<file path="src/rtl/mul_add_pkg.sv">
// Shared types and default constants for the multiply-add inverse datapath.
package mul_add_pkg;

   localparam int unsigned DefaultWidth  = 8;
   localparam int unsigned DefaultSatVal = 128;

   typedef enum logic [1:0] {IDLE, CALC, DONE} inv_state_e;

   typedef enum logic [1:0] {ERR_OK, ERR_DIV0, ERR_UNDER, ERR_SAT} inv_err_e;

endpackage

</file>
<file path="src/rtl/mul_add_inverse_if.sv">
// Valid/ready operand and result bundle for mul_add_inverse.
interface mul_add_inverse_if #(
   parameter int unsigned WIDTH = 8
);
   logic             valid_i;
   logic             ready_o;
   logic [WIDTH-1:0] in_R;
   logic [WIDTH-1:0] in_B;
   logic [WIDTH-1:0] in_C;
   logic             valid_o;
   logic             ready_i;
   logic [WIDTH-1:0] quot_o;
   logic [WIDTH-1:0] rem_o;
   logic [1:0]       err_o;

   modport slave (
      input  valid_i, in_R, in_B, in_C, ready_i,
      output ready_o, valid_o, quot_o, rem_o, err_o
   );

   modport master (
      output valid_i, in_R, in_B, in_C, ready_i,
      input  ready_o, valid_o, quot_o, rem_o, err_o
   );
endinterface

</file>
<file path="src/rtl/div_step.sv">
// One restoring-division step: shift in a dividend bit, subtract divisor if it fits.
module div_step #(
   parameter int unsigned WIDTH = 8
) (
   input  logic [WIDTH-1:0] rem,
   input  logic             din,
   input  logic [WIDTH-1:0] divisor,
   output logic [WIDTH-1:0] rem_next,
   output logic             qbit
);
   logic [WIDTH:0] shifted;

   always_comb begin
      shifted  = {rem, din};
      qbit     = (shifted >= {1'b0, divisor});
      // When the divisor fits, the true difference is below divisor, so WIDTH bits suffice.
      rem_next = qbit ? (shifted[WIDTH-1:0] - divisor) : shifted[WIDTH-1:0];
   end
endmodule

</file>
<file path="src/rtl/mul_add_inverse.sv">
// Recovers A = (R - C) / B and the remainder by restoring division, one bit per cycle.
// Optional MUL_ADD_INV_EARLY_EXIT_EN finishes in one edge when the difference is below B.
module mul_add_inverse
   import mul_add_pkg::*;
#(
   parameter int unsigned WIDTH   = DefaultWidth,
   parameter int unsigned SAT_VAL = DefaultSatVal
) (
   input logic              clk,
   input logic              rst,
   mul_add_inverse_if.slave bus
);
   localparam int unsigned CntW = (WIDTH > 1) ? $clog2(WIDTH) : 1;

   inv_state_e       state_q, state_d;
   inv_err_e         err_q, err_d;
   logic [WIDTH-1:0] diff_q, diff_d;
   logic [WIDTH-1:0] div_q, div_d;
   logic [WIDTH-1:0] quot_q, quot_d;
   logic [WIDTH-1:0] rem_q, rem_d;
   logic [CntW-1:0]  cnt_q, cnt_d;
   logic             valid_q, valid_d;

   logic [WIDTH-1:0] diff_in;
   logic [WIDTH-1:0] step_rem;
   logic             step_qbit;

   div_step #(
      .WIDTH (WIDTH)
   ) u_div_step (
      .rem      (rem_q),
      .din      (diff_q[WIDTH-1]),
      .divisor  (div_q),
      .rem_next (step_rem),
      .qbit     (step_qbit)
   );

   assign diff_in = bus.in_R - bus.in_C;

   always_comb begin
      state_d = state_q;
      err_d   = err_q;
      diff_d  = diff_q;
      div_d   = div_q;
      quot_d  = quot_q;
      rem_d   = rem_q;
      cnt_d   = cnt_q;
      valid_d = valid_q;
      unique case (state_q)
         IDLE: begin
            if (bus.valid_i) begin
               diff_d  = diff_in;
               div_d   = bus.in_B;
               cnt_d   = '0;
               quot_d  = '0;
               rem_d   = '0;
               valid_d = 1'b0;
               if (bus.in_B == '0) begin
                  err_d   = ERR_DIV0;
                  quot_d  = '1;
                  rem_d   = diff_in;
                  state_d = DONE;
               end else if (bus.in_R < bus.in_C) begin
                  err_d   = ERR_UNDER;
                  state_d = DONE;
               end else begin
                  err_d   = (bus.in_R == WIDTH'(SAT_VAL)) ? ERR_SAT : ERR_OK;
                  state_d = CALC;
`ifdef MUL_ADD_INV_EARLY_EXIT_EN
                  if (diff_in < bus.in_B) begin
                     rem_d   = diff_in;
                     state_d = DONE;
                  end
`endif
               end
            end
         end
         CALC: begin
            diff_d = diff_q << 1;
            rem_d  = step_rem;
            quot_d = {quot_q[WIDTH-2:0], step_qbit};
            cnt_d  = cnt_q + CntW'(1);
            if (cnt_q == CntW'(WIDTH - 1)) begin
               state_d = DONE;
            end
         end
         DONE: begin
            // valid_o is registered, so it appears one edge after DONE is entered.
            if (!valid_q) begin
               valid_d = 1'b1;
            end else if (bus.ready_i) begin
               valid_d = 1'b0;
               state_d = IDLE;
            end
         end
         default: state_d = IDLE;
      endcase
   end

   always_ff @(posedge clk or negedge rst) begin
      if (!rst) begin
         state_q <= IDLE;
         err_q   <= ERR_OK;
         diff_q  <= '0;
         div_q   <= '0;
         quot_q  <= '0;
         rem_q   <= '0;
         cnt_q   <= '0;
         valid_q <= 1'b0;
      end else begin
         state_q <= state_d;
         err_q   <= err_d;
         diff_q  <= diff_d;
         div_q   <= div_d;
         quot_q  <= quot_d;
         rem_q   <= rem_d;
         cnt_q   <= cnt_d;
         valid_q <= valid_d;
      end
   end

   assign bus.ready_o = (state_q == IDLE);
   assign bus.valid_o = valid_q;
   assign bus.quot_o  = quot_q;
   assign bus.rem_o   = rem_q;
   assign bus.err_o   = err_q;
endmodule

</file>
<file path="src/flat_wrapper.sv">
// flat-port wrapper written by rule: the top's interface ports become plain ports
module mul_add_inverse_flat import mul_add_pkg::*;
#(
   parameter int unsigned WIDTH   = DefaultWidth,
   parameter int unsigned SAT_VAL = DefaultSatVal
)
  (clk, rst, bus_valid_i, bus_in_R, bus_in_B, bus_in_C, bus_ready_i, bus_ready_o, bus_valid_o, bus_quot_o, bus_rem_o, bus_err_o);
  mul_add_inverse_if #(.WIDTH(WIDTH)) bus_i ();
  input logic clk;
  input logic rst;
  input wire logic [$bits(bus_i.valid_i)-1:0] bus_valid_i;
  input wire logic [$bits(bus_i.in_R)-1:0] bus_in_R;
  input wire logic [$bits(bus_i.in_B)-1:0] bus_in_B;
  input wire logic [$bits(bus_i.in_C)-1:0] bus_in_C;
  input wire logic [$bits(bus_i.ready_i)-1:0] bus_ready_i;
  output wire logic [$bits(bus_i.ready_o)-1:0] bus_ready_o;
  output wire logic [$bits(bus_i.valid_o)-1:0] bus_valid_o;
  output wire logic [$bits(bus_i.quot_o)-1:0] bus_quot_o;
  output wire logic [$bits(bus_i.rem_o)-1:0] bus_rem_o;
  output wire logic [$bits(bus_i.err_o)-1:0] bus_err_o;
  assign bus_i.valid_i = bus_valid_i;
  assign bus_i.in_R = bus_in_R;
  assign bus_i.in_B = bus_in_B;
  assign bus_i.in_C = bus_in_C;
  assign bus_i.ready_i = bus_ready_i;
  assign bus_ready_o = bus_i.ready_o;
  assign bus_valid_o = bus_i.valid_o;
  assign bus_quot_o = bus_i.quot_o;
  assign bus_rem_o = bus_i.rem_o;
  assign bus_err_o = bus_i.err_o;
  mul_add_inverse #(.WIDTH(WIDTH), .SAT_VAL(SAT_VAL)) u_core (.clk(clk), .rst(rst), .bus(bus_i));
endmodule
</file>
<file path="config.mk">
export PLATFORM = sky130hd
export DESIGN_NAME = mul_add_inverse_flat
export DESIGN_NICKNAME = d
export VERILOG_FILES = /design/src/rtl/mul_add_pkg.sv /design/src/rtl/mul_add_inverse_if.sv /design/src/rtl/div_step.sv /design/src/rtl/mul_add_inverse.sv /design/src/flat_wrapper.sv
export SDC_FILE = /design/constraint.sdc
export NUM_CORES = 1
export LEC_CHECK = 0
export CORE_ASPECT_RATIO = 0.75
export CORE_UTILIZATION = 57
export CTS_CLUSTER_DIAMETER = 30
export DETAILED_ROUTE_END_ITERATION = 6
export GPL_ROUTABILITY_DRIVEN = 1
export PLACE_DENSITY = 0.86
export SYNTH_ARGS = -nofsm -noshare
export SYNTH_HDL_FRONTEND = slang
export SYNTH_SLANG_ARGS = --single-unit
</file>
<file path="constraint.sdc">
create_clock -name clk -period 4.15 [get_ports clk]
set_input_delay 0.83 -clock clk [delete_from_list [all_inputs] [get_ports clk]]
set_output_delay 0.83 -clock clk [all_outputs]
set_load 0.01 [all_outputs]
</file>
### After elaboration in Yosys (flattened, before gate mapping)

Cells that the tools add are included.
W data, S select, Z words.

* bits in registers: 40
* input port bits: 28
* word-level logic and storage cells: 54

* add/sub/neg operators: 3
* $lt $le $gt $ge: 2
* equal/unequal tests: 8
* muxes and demuxes: 25
* reductions and logical operators: 8

Operator list (number)
* $mux W8: 6
* $pmux W8 S2: 3
* $mux W2: 9
* $sub A8 B8 Y8: 2
* $ge A9 B8 Y1: 1
* $eq A8 B8 Y1 const B: 1
* $logic_not A8 Y1: 1
* $lt A8 B8 Y1: 1
* $pmux W2 S3: 1
* $pmux W3 S2: 1
* $reduce_and A2 Y1: 3
* $ne A2 B1 Y1 const B: 2
* $ne A2 B2 Y1 const B: 2
* $reduce_and A4 Y1: 1
* $reduce_bool A2 Y1: 2
* $add A3 B1 Y3 const B: 1
* $eq A3 B3 Y1 const B: 1
* $mux W1: 3
* $mux W3: 1
* $eq A2 B1 Y1 const B: 1
* $eq A2 B2 Y1 const B: 1
* $logic_not A2 Y1: 1
* $pmux W1 S2: 1

### Depth between registers and ports, before layout

* word-level depth: 5
* mapped depth: 10
* mapped depth without buffers: 10

### Hierarchy

A second synthesis with hierarchy kept.

* cell total of the unflattened synthesis: 291
* area total of the unflattened synthesis: 2611.3 µm²

By module, submodules not included
* mul_add_inverse: times used 1, cells each 225, area each 2072.0 µm², sequential area each 1001.0 µm²
* div_step: times used 1, cells each 66, area each 539.3 µm², sequential area each 0.0 µm²

### Least setup slack after synthesis

Ideal clock, no wire load.

* path kind: input to register
* start: input bus_in_R[0]
* end: register u_core.err_q[1], in the netlist u_core.bus.err_o[1]
* arrival time: 2.338 ns
* path slack: 1.726 ns
* cell stages on the path: 10
* path through: inv_1 ha_1 inv_1 fa_1 a211oi_2 o21ai_1 a21o_1 a21oi_2 nor3_1 nor3_1

* longest elaborated chain between the ends: 4

RTL lines
* from (decl): line flat_wrapper.sv:12 `input wire logic [$bits(bus_i.in_R)-1:0] bus_in_R;`
* branches (longest 2 deep; another with $lt A8 B8 Y1)
* $mux W2 (*): line mul_add_inverse.sv:63 `end else if (bus.in_R < bus.in_C) begin`
* $mux W2 (*): line mul_add_inverse.sv:58 `if (bus.in_B == '0) begin`
* to (signal assigned): line mul_add_inverse.sv:112 `err_q <= err_d;`
* to (decl): line mul_add_inverse.sv:16 `inv_err_e err_q, err_d;`

Mark *: on every way between the ends.
A chain may end at the register's enable or synchronous reset.

### Worst setup path after layout

Ends and elaborated chain as after synthesis.

==> results by stage <==
Routing:
- After the first detailed-routing iteration, the DRC count stood at 162.
- The vias per cell is 5.939.
- The routed layout has 2328 vias.
- In the final routed layout, each cell accounts on average for 15.91 um.
- The first detailed-routing pass ran for 5 iterations.
- The detailed-route DRC error count is 0.
- The routed design has 6235 um of wire.
- The remaining antenna violation count is 0.

Logic synthesis:
- Sequential elements use 38.97% of the synthesized area.
- Among all flip-flop cells after synthesis, the most frequent one is dfrtp_1.
- The post-synthesis sequential element count is 40.
- The count of warnings emitted by yosys is 0.
- The post-synthesis async set-or-reset flop share is 100.0%.
- The synthesized instance count is 291.
- In this run the cell area of the synthesized design comes to 2569 sq um.
- The per-instance average area after synthesis is 8.827 sq um.
- The number of library cell types mapped by synthesis is 50.
- The number of nets handed over by synthesis was 339.
- The number of flops mapped to enable cells by yosys is 0.

Placed design:
- The final HPWL from detailed placement is 4584 um.
- At the end of routability-driven placement, the weighted congestion stood at 0.9098.
- The count of port buffers added during placement is 47.

CTS:
- In this run, CTS created clock tree buffers numbering 5.
- In this run the post-CTS setup repair buffer count came out at 0.
- The later pin in the worst-skew pair is clocked with a latency of 300 ps.
- In this run the clock root is driven by a clkbuf_8.
- The clock sink total is 40.
- The worst-case clock buffer depth is 2.
- The H-tree depth is 2.
- After clock tree synthesis, the clock-pin slew on the worst setup and hold paths is 90 ps.
- In this run, post-CTS hold repair placed 0 buffers.
- The clock tree from TritonCTS is yes.
- In this run, post-CTS repair resized a total of 0 instances.

Setup path:
- The internal reg-to-reg setup slack is 1840 ps.
- The class of the most critical setup path is in -> reg.
- Of all nets on the critical path, the largest fanout is 4.
- The longest individual stage delay on the worst path is 430 ps.
- The element type at the critical path start is an input port.
- For the worst setup path, the data arrival time is 3070 ps.
- The critical path goes through clkdlybuf4s50_1, inv_1, ha_1, inv_1, fa_1, a211oi_2, o21ai_1, a21o_1, a21oi_2, nor3_1, nor3_1.
- The end of the worst register-to-register path is u_core.bus.rem_o[3]$_DFFE_PN0P_.
- The worst reg-to-reg path cell count is 7.
- The critical path's top delay family is compound AO/OA/AOI/OAI gates.
- The beginning of the worst register-to-register path is u_core.bus.rem_o[1]$_DFFE_PN0P_.
- Among all stages on the critical path, the largest delay is contributed by fa_1.
- STA classifies the critical path endpoint as a flop.
- The required time of the critical path is 4360 ps.
- Counting both buffers and inverters, the worst setup path holds a total of 3.

Die:
- The floorplan step set the die height to 60.14 um.
- The floorplan has 20 rows.
- The core area is 4179 sq um.
- The die boundary width is 79.52 um.
- The effective utilization at floorplan is 61.47%.
- The die area is 4782 sq um.
- For this design the top-level I/O count stands at 48.

STA:
- The clock arrives with 9.355 ps of skew.
- The final critical path takes up 69.01% of the cycle.
- The total count of max-transition violations in the final report is 0.
- The count of final hold-check violations is 0.
- Setup repair after global routing left no endpoint under its margin.
- After routing, the total negative slack on setup checks comes to 0 ps.
- The transition time at the pin with the least slew margin is 1034 ps.
- Counting I/O delays and the setup requirement, the final critical path takes 2864 ps.
- Setup violations remaining at the end of the flow were counted as 0.
- For this run, the top clock speed supported by timing is 349.2 MHz.
- The worst pin sits at a relative slew slack of 31.04%.

Global routing:
- The first global-routing pass estimated 10170 um of wire.
- The via count of the first global-routing pass is 2123.
- The largest net degree at the start of global routing is 41.
- Across every metal layer, demand over resource in global routing totals 28.53%.
- Global routing finished with a remaining overflow of 0.
- The number of antenna violations at the first check in global routing is 0.

Finish:
- The number of antenna diodes is 0.
- Leaving out fill and tap cells, the most frequent cell in the layout is clkdlybuf4s50_1.
- The share of final-layout standard cells stronger than drive strength 1 is 7.715%.
- The top cell types in the final layout, fill and taps aside, are 46 x clkdlybuf4s50_1, 40 x dfrtp_1, 36 x nand2_1.
- Relative to the synthesized area, the layout overhead comes to 23.48%.
- At the end of the flow the core is filled with cells to 75.90%.
- For this run, the post-layout net count is 384.

Status:
- The flow ran to the end, and the final reports show no timing, DRC or antenna violations.

Worst hold path:
- For hold timing, the worst endpoint is u_core.cnt_q[0]$_DFFE_PN0P_.
- The hold path depth is 1.
- The path class of the tightest hold or removal check is reg -> reg.
- The startpoint identified for the worst hold timing path is u_core.cnt_q[0]$_DFFE_PN0P_.

Power:
- Power spread over the standard cell area amounts to 720.1 nW/um^2.
- IR analysis of the VDD net gives a maximum drop of 0.3756 mV.
- The leakage power total is 0.001384 uW.

Job:
- Max-cap violations in this run came to 0.
-- power by group --
part | total [uW] | leakage, uW | switching, uW | internal [uW]
clock | 341 | 0.0000614 | 145 | 197
combinational | 1280 | 0.000819 | 708 | 570
sequential | 665 | 0.000504 | 129 | 536
-- cell type report --
type                    instances  area [sq um]
inverters                      22         82.58
flip-flops and latches         40          1001
clock inverters                 2         38.79
repair buffers                 47         465.4
clock buffers                   6         82.58
multi-input cells             220          1433
fillers                       316          1007
well taps                      55         68.82
-- through the flow --
stage / cells / setup slack [ps] / cell area (sq um) / total power [uW] / hold WS [ps]
after floorplan: 291 / 1726 / 2569 / 1595 / 446.1
after CTS: 392 / 1292 / 3172 / 2271 / 486.7
after detailed placement: 384 / 1008 / 3050 / 1912 / 469.7
after global routing: 392 / 1181 / 3172 / 2450 / 521.1
after global placement: 384 / 1157 / 3050 / 1886 / 460.3
final: 392 / 1286 / 3172 / 2284 / 484.9
-- cells in the mapped netlist, drive strengths merged, types with 3 or more instances --
library cell | instances | share of area [%]
a21oi | 32 | 6.8
nor3 | 6 | 1.2
buf | 8 | 1.9
xnor2 | 5 | 1.7
ha | 18 | 8.8
nor4 | 3 | 0.73
nor2 | 21 | 3.6
mux2i | 4 | 1.6
o21ai | 34 | 6.9
dfrtp | 40 | 39
o31a | 4 | 1.4
nand2 | 38 | 5.7
inv | 22 | 3.2
a31oi | 3 | 0.73
o21a | 6 | 1.8
o22ai | 12 | 2.9
nor2b | 5 | 1.2
a211oi | 3 | 1.1
-- metal layers --
layer	part of all wire (%)	up-vias	track usage, %
li1	-	1135	-
met1	48	1083	40.73
met2	44	98	44.81
met3	6.5	12	5.038
met4	1.2	0	7.532
met5	0	-	0
-- flip-flops by register name, summed over array words and instances (netlist names) --
name and count:
u_core.div_q 8, u_core.bus.valid_o 1, u_core.state_q 2, u_core.cnt_q 3, u_core.bus.err_o 2, u_core.bus.quot_o 8
u_core.diff_q 8, u_core.bus.rem_o 8
-- cells by family (layout without fill, tap and decap cells) --
group	Yosys count	count (layout)	share of synthesized area (%)
AOI/OAI and AO/OA	110	110	27.33
xor gates and xnor gates	6	6	2.046
adders and majority gates	20	20	10.33
buffers and inverters	31	77	5.261
DFF	40	40	38.97
muxes	4	4	1.559
and+or+nand+nor	80	80	14.52
-- worst max path at each step --
stage	from	endpoint	slack, ps	depth (start not counted)
6_report	bus_in_R[0]	u_core.bus.err_o[1]$_DFFE_PN0P_	1290	11
5_1_grt	bus_in_R[0]	u_core.bus.err_o[1]$_DFFE_PN0P_	1180	11
4_1_cts	bus_in_R[0]	u_core.bus.err_o[1]$_DFFE_PN0P_	1290	11
3_5_place_dp	bus_in_R[0]	u_core.bus.err_o[1]$_DFFE_PN0P_	1010	11
3_3_place_gp	bus_in_R[0]	u_core.bus.err_o[1]$_DFFE_PN0P_	1160	11
2_1_floorplan	bus_in_R[0]	u_core.bus.err_o[1]$_DFFE_PN0P_	1730	10
No activity file was read; power rests on OpenSTA's default activity.
